<file path="src/rtl/drrip_duel_ctrl_if.sv">
// Request/bank bundle for the DRRIP set-dueling controller.
// master drives the access and bank status; slave is the controller.
interface drrip_duel_ctrl_if #(
    parameter int INDEX_WIDTH = 5,
    parameter int M           = 2,
    parameter int PSEL_WIDTH  = 10
);
    logic                   req_valid;
    logic                   req_ready;
    logic [INDEX_WIDTH-1:0] req_index;
    logic                   req_hit;
    logic                   distant_found;
    logic                   fill_ack;
    logic                   promote_en;
    logic                   age_en;
    logic                   fill_en;
    logic [M-1:0]           insert_rrpv;
    logic                   policy_brrip;
    logic [PSEL_WIDTH-1:0]  psel;
    logic                   done;
    logic                   age_err;

    modport master (
        output req_valid,
        output req_index,
        output req_hit,
        output distant_found,
        output fill_ack,
        input  req_ready,
        input  promote_en,
        input  age_en,
        input  fill_en,
        input  insert_rrpv,
        input  policy_brrip,
        input  psel,
        input  done,
        input  age_err
    );

    modport slave (
        input  req_valid,
        input  req_index,
        input  req_hit,
        input  distant_found,
        input  fill_ack,
        output req_ready,
        output promote_en,
        output age_en,
        output fill_en,
        output insert_rrpv,
        output policy_brrip,
        output psel,
        output done,
        output age_err
    );
endinterface

</file>
<file path="src/rtl/drrip_duel_ctrl.sv">
// DRRIP set-dueling controller: leader classification, PSEL,
// and promote/search/age/fill sequencing of the RRPV bank.
module drrip_duel_ctrl #(
    parameter int INDEX_WIDTH     = 5,
    parameter int M               = 2,
    parameter int PSEL_WIDTH      = 10,
    parameter int DUEL_BITS       = 3,
    parameter int BRRIP_CNT_WIDTH = 5
) (
    input logic              clk,
    input logic              rst_n,
    drrip_duel_ctrl_if.slave bus
);

    typedef enum logic [2:0] {
        IDLE,
        PROMOTE,
        SEARCH,
        AGE,
        WAIT_FILL,
        FILL
    } state_t;

    localparam logic [M-1:0] DISTANT = '1;
    localparam logic [M-1:0] LONG    = {{(M-1){1'b1}}, 1'b0};
    localparam logic [M-1:0] AGE_MAX = '1;

    localparam logic [PSEL_WIDTH-1:0] PSEL_INIT =
        {1'b0, {(PSEL_WIDTH-1){1'b1}}};
    localparam logic [PSEL_WIDTH-1:0] PSEL_MAX = '1;

    state_t state_q;
    state_t state_d;

    logic [PSEL_WIDTH-1:0]      psel_q;
    logic                       policy_q;
    logic [M-1:0]               age_cnt_q;
    logic                       age_err_q;
    logic [BRRIP_CNT_WIDTH-1:0] brrip_cnt_q;

    logic [DUEL_BITS-1:0] duel_idx;
    logic                 is_srrip;
    logic                 is_brrip;
    logic                 accept;
    logic                 age_bound;

    assign duel_idx  = bus.req_index[DUEL_BITS-1:0];
    assign is_srrip  = (duel_idx == '0);
    assign is_brrip  = (duel_idx == '1);
    assign accept    = (state_q == IDLE) && bus.req_valid;
    assign age_bound = (age_cnt_q == AGE_MAX);

    always_comb begin
        state_d = state_q;
        unique case (state_q)
            IDLE: begin
                if (bus.req_valid) begin
                    state_d = bus.req_hit ? PROMOTE : SEARCH;
                end
            end
            PROMOTE: state_d = IDLE;
            SEARCH: begin
                if (bus.distant_found || age_bound) begin
                    state_d = WAIT_FILL;
                end else begin
                    state_d = AGE;
                end
            end
            AGE: state_d = SEARCH;
            WAIT_FILL: begin
                if (bus.fill_ack) begin
                    state_d = FILL;
                end
            end
            FILL: state_d = IDLE;
            default: state_d = IDLE;
        endcase
    end

    always_ff @(posedge clk or negedge rst_n) begin
        if (!rst_n) begin
            state_q <= IDLE;
        end else begin
            state_q <= state_d;
        end
    end

    // Followers read psel before this cycle's update; only leaders move it.
    always_ff @(posedge clk or negedge rst_n) begin
        if (!rst_n) begin
            psel_q   <= PSEL_INIT;
            policy_q <= 1'b0;
        end else if (accept) begin
            if (is_srrip) begin
                policy_q <= 1'b0;
            end else if (is_brrip) begin
                policy_q <= 1'b1;
            end else begin
                policy_q <= psel_q[PSEL_WIDTH-1];
            end
            if (!bus.req_hit) begin
                if (is_srrip && (psel_q != PSEL_MAX)) begin
                    psel_q <= psel_q + 1'b1;
                end else if (is_brrip && (psel_q != '0)) begin
                    psel_q <= psel_q - 1'b1;
                end
            end
        end
    end

    always_ff @(posedge clk or negedge rst_n) begin
        if (!rst_n) begin
            age_cnt_q <= '0;
        end else if (accept) begin
            age_cnt_q <= '0;
        end else if (state_q == AGE) begin
            age_cnt_q <= age_cnt_q + 1'b1;
        end
    end

    // No DISTANT way after a full aging sweep: the bank falls back.
    always_ff @(posedge clk or negedge rst_n) begin
        if (!rst_n) begin
            age_err_q <= 1'b0;
        end else if ((state_q == SEARCH) && !bus.distant_found
                     && age_bound) begin
            age_err_q <= 1'b1;
        end
    end

    always_ff @(posedge clk or negedge rst_n) begin
        if (!rst_n) begin
            brrip_cnt_q <= '0;
        end else if ((state_q == FILL) && policy_q) begin
            brrip_cnt_q <= brrip_cnt_q + 1'b1;
        end
    end

    always_comb begin
        bus.req_ready    = (state_q == IDLE);
        bus.promote_en   = (state_q == PROMOTE);
        bus.age_en       = (state_q == AGE);
        bus.fill_en      = (state_q == FILL);
        bus.done         = (state_q == PROMOTE) || (state_q == FILL);
        bus.policy_brrip = policy_q;
        bus.psel         = psel_q;
        bus.age_err      = age_err_q;
        bus.insert_rrpv  = '0;
        if (state_q == FILL) begin
            if (policy_q && (brrip_cnt_q != '0)) begin
                bus.insert_rrpv = DISTANT;
            end else begin
                bus.insert_rrpv = LONG;
            end
        end
    end

endmodule
</file>
<file path="src/flat_wrapper.sv">
// flat-port wrapper written by rule: the top's interface ports become plain ports
module drrip_duel_ctrl_flat 
#(
    parameter int INDEX_WIDTH     = 5,
    parameter int M               = 2,
    parameter int PSEL_WIDTH      = 10,
    parameter int DUEL_BITS       = 3,
    parameter int BRRIP_CNT_WIDTH = 5
)
  (clk, rst_n, bus_req_valid, bus_req_index, bus_req_hit, bus_distant_found, bus_fill_ack, bus_req_ready, bus_promote_en, bus_age_en, bus_fill_en, bus_insert_rrpv, bus_policy_brrip, bus_psel, bus_done, bus_age_err);
  drrip_duel_ctrl_if #(.INDEX_WIDTH(INDEX_WIDTH), .M(M), .PSEL_WIDTH(PSEL_WIDTH)) bus_i ();
  input logic clk;
  input logic rst_n;
  input wire logic [$bits(bus_i.req_valid)-1:0] bus_req_valid;
  input wire logic [$bits(bus_i.req_index)-1:0] bus_req_index;
  input wire logic [$bits(bus_i.req_hit)-1:0] bus_req_hit;
  input wire logic [$bits(bus_i.distant_found)-1:0] bus_distant_found;
  input wire logic [$bits(bus_i.fill_ack)-1:0] bus_fill_ack;
  output wire logic [$bits(bus_i.req_ready)-1:0] bus_req_ready;
  output wire logic [$bits(bus_i.promote_en)-1:0] bus_promote_en;
  output wire logic [$bits(bus_i.age_en)-1:0] bus_age_en;
  output wire logic [$bits(bus_i.fill_en)-1:0] bus_fill_en;
  output wire logic [$bits(bus_i.insert_rrpv)-1:0] bus_insert_rrpv;
  output wire logic [$bits(bus_i.policy_brrip)-1:0] bus_policy_brrip;
  output wire logic [$bits(bus_i.psel)-1:0] bus_psel;
  output wire logic [$bits(bus_i.done)-1:0] bus_done;
  output wire logic [$bits(bus_i.age_err)-1:0] bus_age_err;
  assign bus_i.req_valid = bus_req_valid;
  assign bus_i.req_index = bus_req_index;
  assign bus_i.req_hit = bus_req_hit;
  assign bus_i.distant_found = bus_distant_found;
  assign bus_i.fill_ack = bus_fill_ack;
  assign bus_req_ready = bus_i.req_ready;
  assign bus_promote_en = bus_i.promote_en;
  assign bus_age_en = bus_i.age_en;
  assign bus_fill_en = bus_i.fill_en;
  assign bus_insert_rrpv = bus_i.insert_rrpv;
  assign bus_policy_brrip = bus_i.policy_brrip;
  assign bus_psel = bus_i.psel;
  assign bus_done = bus_i.done;
  assign bus_age_err = bus_i.age_err;
  drrip_duel_ctrl #(.INDEX_WIDTH(INDEX_WIDTH), .M(M), .PSEL_WIDTH(PSEL_WIDTH), .DUEL_BITS(DUEL_BITS), .BRRIP_CNT_WIDTH(BRRIP_CNT_WIDTH)) u_core (.clk(clk), .rst_n(rst_n), .bus(bus_i));
endmodule
</file>
<file path="config.mk">
export PLATFORM = sky130hd
export DESIGN_NAME = drrip_duel_ctrl_flat
export DESIGN_NICKNAME = d
export VERILOG_FILES = /design/src/rtl/drrip_duel_ctrl_if.sv /design/src/rtl/drrip_duel_ctrl.sv /design/src/flat_wrapper.sv
export SDC_FILE = /design/constraint.sdc
export NUM_CORES = 1
export LEC_CHECK = 0
export ABC_AREA = 1
export ABC_CLOCK_PERIOD_IN_PS = 6200
export CORE_UTILIZATION = 55
export DETAILED_ROUTE_END_ITERATION = 10
export GPL_TIMING_DRIVEN = 0
export PLACE_DENSITY = 0.84
export RECOVER_POWER = 100
export SLEW_MARGIN = 20
export SYNTH_ARGS = -nofsm -noshare
export SYNTH_HDL_FRONTEND = slang
export SYNTH_SLANG_ARGS = --single-unit
export TNS_END_PERCENT = 10
</file>
<file path="constraint.sdc">
create_clock -name clk -period 6.2 [get_ports clk]
set_clock_uncertainty 0.15 [all_clocks]
set_input_delay 1.24 -clock clk [delete_from_list [all_inputs] [get_ports clk]]
set_output_delay 1.24 -clock clk [all_outputs]
set_load 0.03 [all_outputs]
</file>
Word-level counts from Yosys, hierarchy flattened
Cells that the tools add are included.

Logic and storage cells: 52. Bits in read-only memories: 0. Flip-flop bits (word level): 22. Memory bits (writable): 0. Memories kept: 0. Output and inout bits: 19. Bits of input ports: 11. Latch bits: 0.

Mux-type cells: 13. Multiply operators: 0. Shifts and indexed selects: 0. Reductions and logical operators: 18. Magnitude comparators: 0. Divide/modulo/power cells: 0. Equal/unequal tests: 10. Add/sub/neg operators: 4. Bitwise operators: 1.

Operator list (number): $mux W10 (2); $pmux W3 S4 (1); $add A10 B1 Y10 const B (1); $ne A10 B10 Y1 const B (1); $reduce_bool A10 Y1 (1); $sub A10 B1 Y10 const B (1); $eq A3 B3 Y1 const B (3); $mux W3 (3); $mux W2 (4); $logic_and A1 B1 Y1 (7); $eq A3 B2 Y1 const B (2); $logic_not A3 Y1 (2); $add A5 B1 Y5 const B (1); $reduce_bool A5 Y1 (1); $ne A2 B2 Y1 const B (2); $reduce_bool A2 Y1 (2); $eq A3 B1 Y1 const B (1); $mux W1 (3); $reduce_and A3 Y1 (1); $add A2 B1 Y2 const B (1); $eq A2 B2 Y1 const B (1); $logic_or A1 B1 Y1 (2); $reduce_and A2 Y1 (1); $logic_not A1 Y1 (1); $not A1 Y1 (1).

Depth between registers and ports, before layout
Depth after elaboration: 4. Depth in mapped cells: 15. Gate-level depth less buffers: 15.

Least setup slack after synthesis
Ideal clock, no wire load.

Path kind: flip-flop to output port. Start: register u_core.state_q[1]. End: output bus_insert_rrpv[0]. Stages on the path, launching flop included: 6. Arrival time: 1.834 ns. Data required time: 4.810 ns. Setup slack: 2.976 ns. Path buffers: 0. Path through: dfrtp_1 > nor2_2 > inv_2 > nor2_2 > nand2_2 > a31oi_1.

Word-level cells in the longest chain between the ends: 2.

RTL lines: start, declared (line drrip_duel_ctrl.sv:32) `state_t state_q;`; start signal, assigned (line drrip_duel_ctrl.sv:84) `state_q <= state_d;`; $eq A3 B3 Y1; named net bus_fill_en (line flat_wrapper.sv:22) `output wire logic [$bits(bus_i.fill_en)-1:0] bus_fill_en;`; $mux W2 (line drrip_duel_ctrl.sv:149) `if (state_q == FILL) begin`; end, declared (line flat_wrapper.sv:23) `output wire logic [$bits(bus_i.insert_rrpv)-1:0] bus_insert_rrpv;`.

The timed path passes the listed nets, and every way through them passes these cells.

Worst setup path in the final report
Start: input bus_req_index[1]. End: register u_core.psel_q[8] (netlist: u_core.bus.psel[8]).

Word-level cells in the longest chain between the ends: 4. Elaborated cells between the ends (all ways): 7. Those cells by class: 1 x eq/ne; 1 x mux; 5 x reduce/logical.

RTL lines: start, declared (line flat_wrapper.sv:15) `input wire logic [$bits(bus_i.req_index)-1:0] bus_req_index;`; $eq A3 B3 Y1 / $logic_not A3 Y1 (equally long branches) (line drrip_duel_ctrl.sv:49, drrip_duel_ctrl.sv:48); $logic_and A1 B1 Y1 (on tied branches) (line drrip_duel_ctrl.sv:104, drrip_duel_ctrl.sv:102); $reduce_bool A2 Y1 (no line); $reduce_and A3 Y1 (no line); end signal, assigned (line drrip_duel_ctrl.sv:103) `psel_q <= psel_q + 1'b1;`; end signal, assigned (line drrip_duel_ctrl.sv:105) `psel_q <= psel_q - 1'b1;`; end, declared (line drrip_duel_ctrl.sv:35) `logic [PSEL_WIDTH-1:0] psel_q;`.

Several ways; a longest one is shown, not always the timed one. A chain may end at the register's enable or synchronous reset.

==> flow_summary_export.csv <==
group,metric,value,unit
flow_run,cap_violations,0,
logic_synthesis,synth_mux_area_share,0,%
floorplanning,core_area,2760,um^2
sta,setup_viol,0,
place,dpl_cell_area,1900,um^2
logic_synthesis,synth_top_family_by_area,"simple AND/OR/NAND/NOR gates",
clocking,hold_buffers,0,
floorplanning,die_y,55.8,um
power,p_total,0.942,mW
clocking,cts-buffers-inserted,3,
logic_synthesis,yosys.area_share.adder,9.91,%
logic_synthesis,synth_area_per_cell,7.68,um^2
routing,drc_errors,0,
worst_setup_path,worstReg2RegStart,"u_core.bus.psel[8]$_DFFE_PN1P_",
routing,viasPerCell,5.14,
sta,rsz0062_at_grt,"false",
logic_synthesis,ys.flop_type,"dfrtp_1",
worst_setup_path,r2r_end,"u_core.bus.psel[8]$_DFFE_PN1P_",
worst_setup_path,cp.required,6.32,ns
status,status,"finished, final reports clean",
logic_synthesis,synth_compound_area_share,10.3,%
sta,min_period,3.99,ns
final_layout,layout-drive-gt1-share,11.8,%
worst_setup_path,crit_start,"bus_req_index[1]",
routing,wl_per_cell,12.2,um
clocking,ctsLongestPathBuffers,2,
sta,fin_crit_sh,64.3,%
routing,via_count,1383,
grt,grtUsageTotal,23.3,%
hold_path,hold_class,"reg -> reg",
sta,layout_setup_ws,2.21,ns
routing,drt-total-wl,3280,um
clocking,cts_tree,"built",
clocking,clockRootBuffer,"clkbuf_4",
worst_setup_path,crit_path_frequent_cell,"nand2_1",
place,dp_hpwl,2520,um
place,routabilityCongestion,0.844,
logic_synthesis,synthArstFlopShare,100,%
worst_setup_path,worstPathMaxFanout,12,
clocking,cts_resized,0,
grt,grt_start_max_net_pins,23,
logic_synthesis,ys_seq_area_share,35.3,%
worst_setup_path,ff2ff_path_depth,11,
final_layout,fin_nets,262,
clocking,cts_sinks,22,
logic_synthesis,post-synth-top-area-cell,"dfrtp_1",
sta,tightest_slew,1.17,ns
worst_setup_path,cp-endpoint,"u_core.bus.psel[8]$_DFFE_PN1P_",
routing,ant_nets,0,
floorplanning,start_util,57.7,%
floorplanning,die_area,3110,um^2
sta,finalHoldViolCount,0,
clocking,path_clk_slew,0.11,ns
sta,slew-limit-headroom,21.8,%
sta,clock.fmax,0.251,GHz
worst_setup_path,arrival,4.11,ns
grt,grt_pass1_vias,1272,
clocking,ctsHtreeMaxLevel,1,
sta,tns,0,ns
logic_synthesis,netlist_instances,207,
place,dp_worst_setup_slack,2.56,ns
floorplanning,die_w,55.8,um
worst_setup_path,crit_type,"in -> reg",
sta,drv_slew,0,
logic_synthesis,synth_edf_count,0,
power,power_density,496,nW/um^2
sta,fin_hold_ws,0.318,ns
final_layout,design_area,1900,um^2
grt,antenna_found_initial,0,
final_layout,n_antenna_cell,0,
final_layout,syn_to_final_growth,19.4,%
worst_setup_path,critPathMaxStageDelay,0.56,ns
floorplanning,rows,19,
logic_synthesis,synth_top_area_share,20.5,%
grt,grt_first_pass_wirelength,5610,um
worst_setup_path,r2r_setup_slack,3.18,ns
logic_synthesis,ys_warn_count,0,
logic_synthesis,synth_nets,230,
routing,drtPass1Iterations,4,
power,peakVddDrop,345,uV
routing,first_iter_violations,46,
clocking,post-cts-setup-buffers,0,
worst_setup_path,path_cells,"dlygate4sd3_1 -> nor3_1 -> nand2_1 -> ha_1 -> nand2_1 -> o21ai_0 -> nand3_1 -> nand3b_1 -> nand3_1 -> nand2_1",
place,io_buffers,27,
logic_synthesis,netlist_top_cells_area,"dfrtp_1 20%, dfstp_2 15%, nand2_1 12%",
floorplanning,io_pins,30,
logic_synthesis,netlist_area,1590,um^2
logic_synthesis,ys_ff_latch,22,
worst_setup_path,critPathCaptureType,"flop",
logic_synthesis,synth-simple-area-share,32.0,%
worst_setup_path,crit_slowest_cell,"dlygate4sd3_1",
grt,grt_overflow,0,
power,p_leak,1.00,nW
worst_setup_path,start_kind,"input pin",
clocking,clk_latency,0.32,ns
logic_synthesis,synth_xor_area_share,4.41,%
final_layout,fill_cells,239,
logic_synthesis,synth.distinct_cells,33,
cell type report:
type	count	area, um^2	share of cell area, %
tap	31	38.8	2.04
timing repair buffer	27	264	13.9
inverter	29	109	5.73
multi-input combinational	154	871	45.8
sequential	22	562	29.6
buffer	2	18.8	0.988
clock buffer	4	36.3	1.91
flip-flops by register name, summed over array words and instances, names as in the netlist:
name                     flops
u_core.bus.age_err           1
u_core.bus.psel             10
u_core.bus.policy_brrip      1
u_core.state_q               3
u_core.age_cnt_q             2
u_core.brrip_cnt_q           5
placed cells by master (no fill, tap or decap), types with 3 or more instances in the layout:
cell type and instances:
nand2_1 54, nor2_1 25, inv_1 24, dlygate4sd3_1 22, nand3_1 18, dfrtp_1 13, ha_1 11, dfstp_2 9
a21oi_1 8, xor2_1 6, o21ai_0 5, inv_2 4, clkdlybuf4s50_1 4, a21o_1 3, clkbuf_4 3
cells in the mapped netlist (all sizes together), types with 3 or more instances:
cell type	count
dfrtp	13
nand3	19
xor2	6
nor2	27
a21o	3
ha	11
o21ai	8
inv	29
nand2	57
dfstp	9
a21oi	8
how the worst min path moves through the flow:
stage,startpoint,to,cells past startpoint
floorplan,u_core.brrip_cnt_q[3]$_DFFE_PN0P_,u_core.brrip_cnt_q[3]$_DFFE_PN0P_,1
finish,u_core.bus.age_err$_DFFE_PN0P_,u_core.bus.age_err$_DFFE_PN0P_,1
global route,u_core.bus.age_err$_DFFE_PN0P_,u_core.bus.age_err$_DFFE_PN0P_,1
global placement,u_core.bus.age_err$_DFFE_PN0P_,u_core.bus.age_err$_DFFE_PN0P_,1
CTS,u_core.bus.age_err$_DFFE_PN0P_,u_core.bus.age_err$_DFFE_PN0P_,1
detailed placement,u_core.bus.age_err$_DFFE_PN0P_,u_core.bus.age_err$_DFFE_PN0P_,1
per-layer routing:
layer  share of wire (%)  GRT usage, %
met5                   0             0
met4                 1.5          7.50
met3                 3.2          4.88
met2                  51          38.6
met1                  45          30.4
metrics by stage:
| stage | std cells | utilization (%) |
|---|---|---|
| 5_1_grt | 269 | 68.9 |
| 4_1_cts | 269 | 70.2 |
| 6_report | 269 | 68.9 |
| 2_1_floorplan | 207 | - |
| 3_5_place_dp | 265 | 68.9 |
| 3_3_place_gp | 265 | 68.9 |
worst max-delay path: cells and delay by family:
kind	cells	cell delay (ns)
AOI/OAI and AO/OA	1	0.43
adders and majority gates	1	0.53
buffers and inverters	1	0.56
and+or+nand+nor	7	1.35
where the power goes:
| group | total (mW) | internal, mW | switching, mW | leakage, nW |
|---|---|---|---|---|
| Clock | 0.0806 | 0.0360 | 0.0447 | 0.0210 |
| Sequential | 0.277 | 0.216 | 0.0614 | 0.268 |
| Combinational | 0.584 | 0.221 | 0.363 | 0.712 |
| Total | 0.942 | 0.473 | 0.469 | 1.00 |
kinds of logic after synthesis:
kind of cell,count (synthesis)
compound gates,26
xor+xnor,8
fa+ha+maj,12
buf+inv,31
flops,22
simple gates,108
No activity file was read; power rests on OpenSTA's default activity.
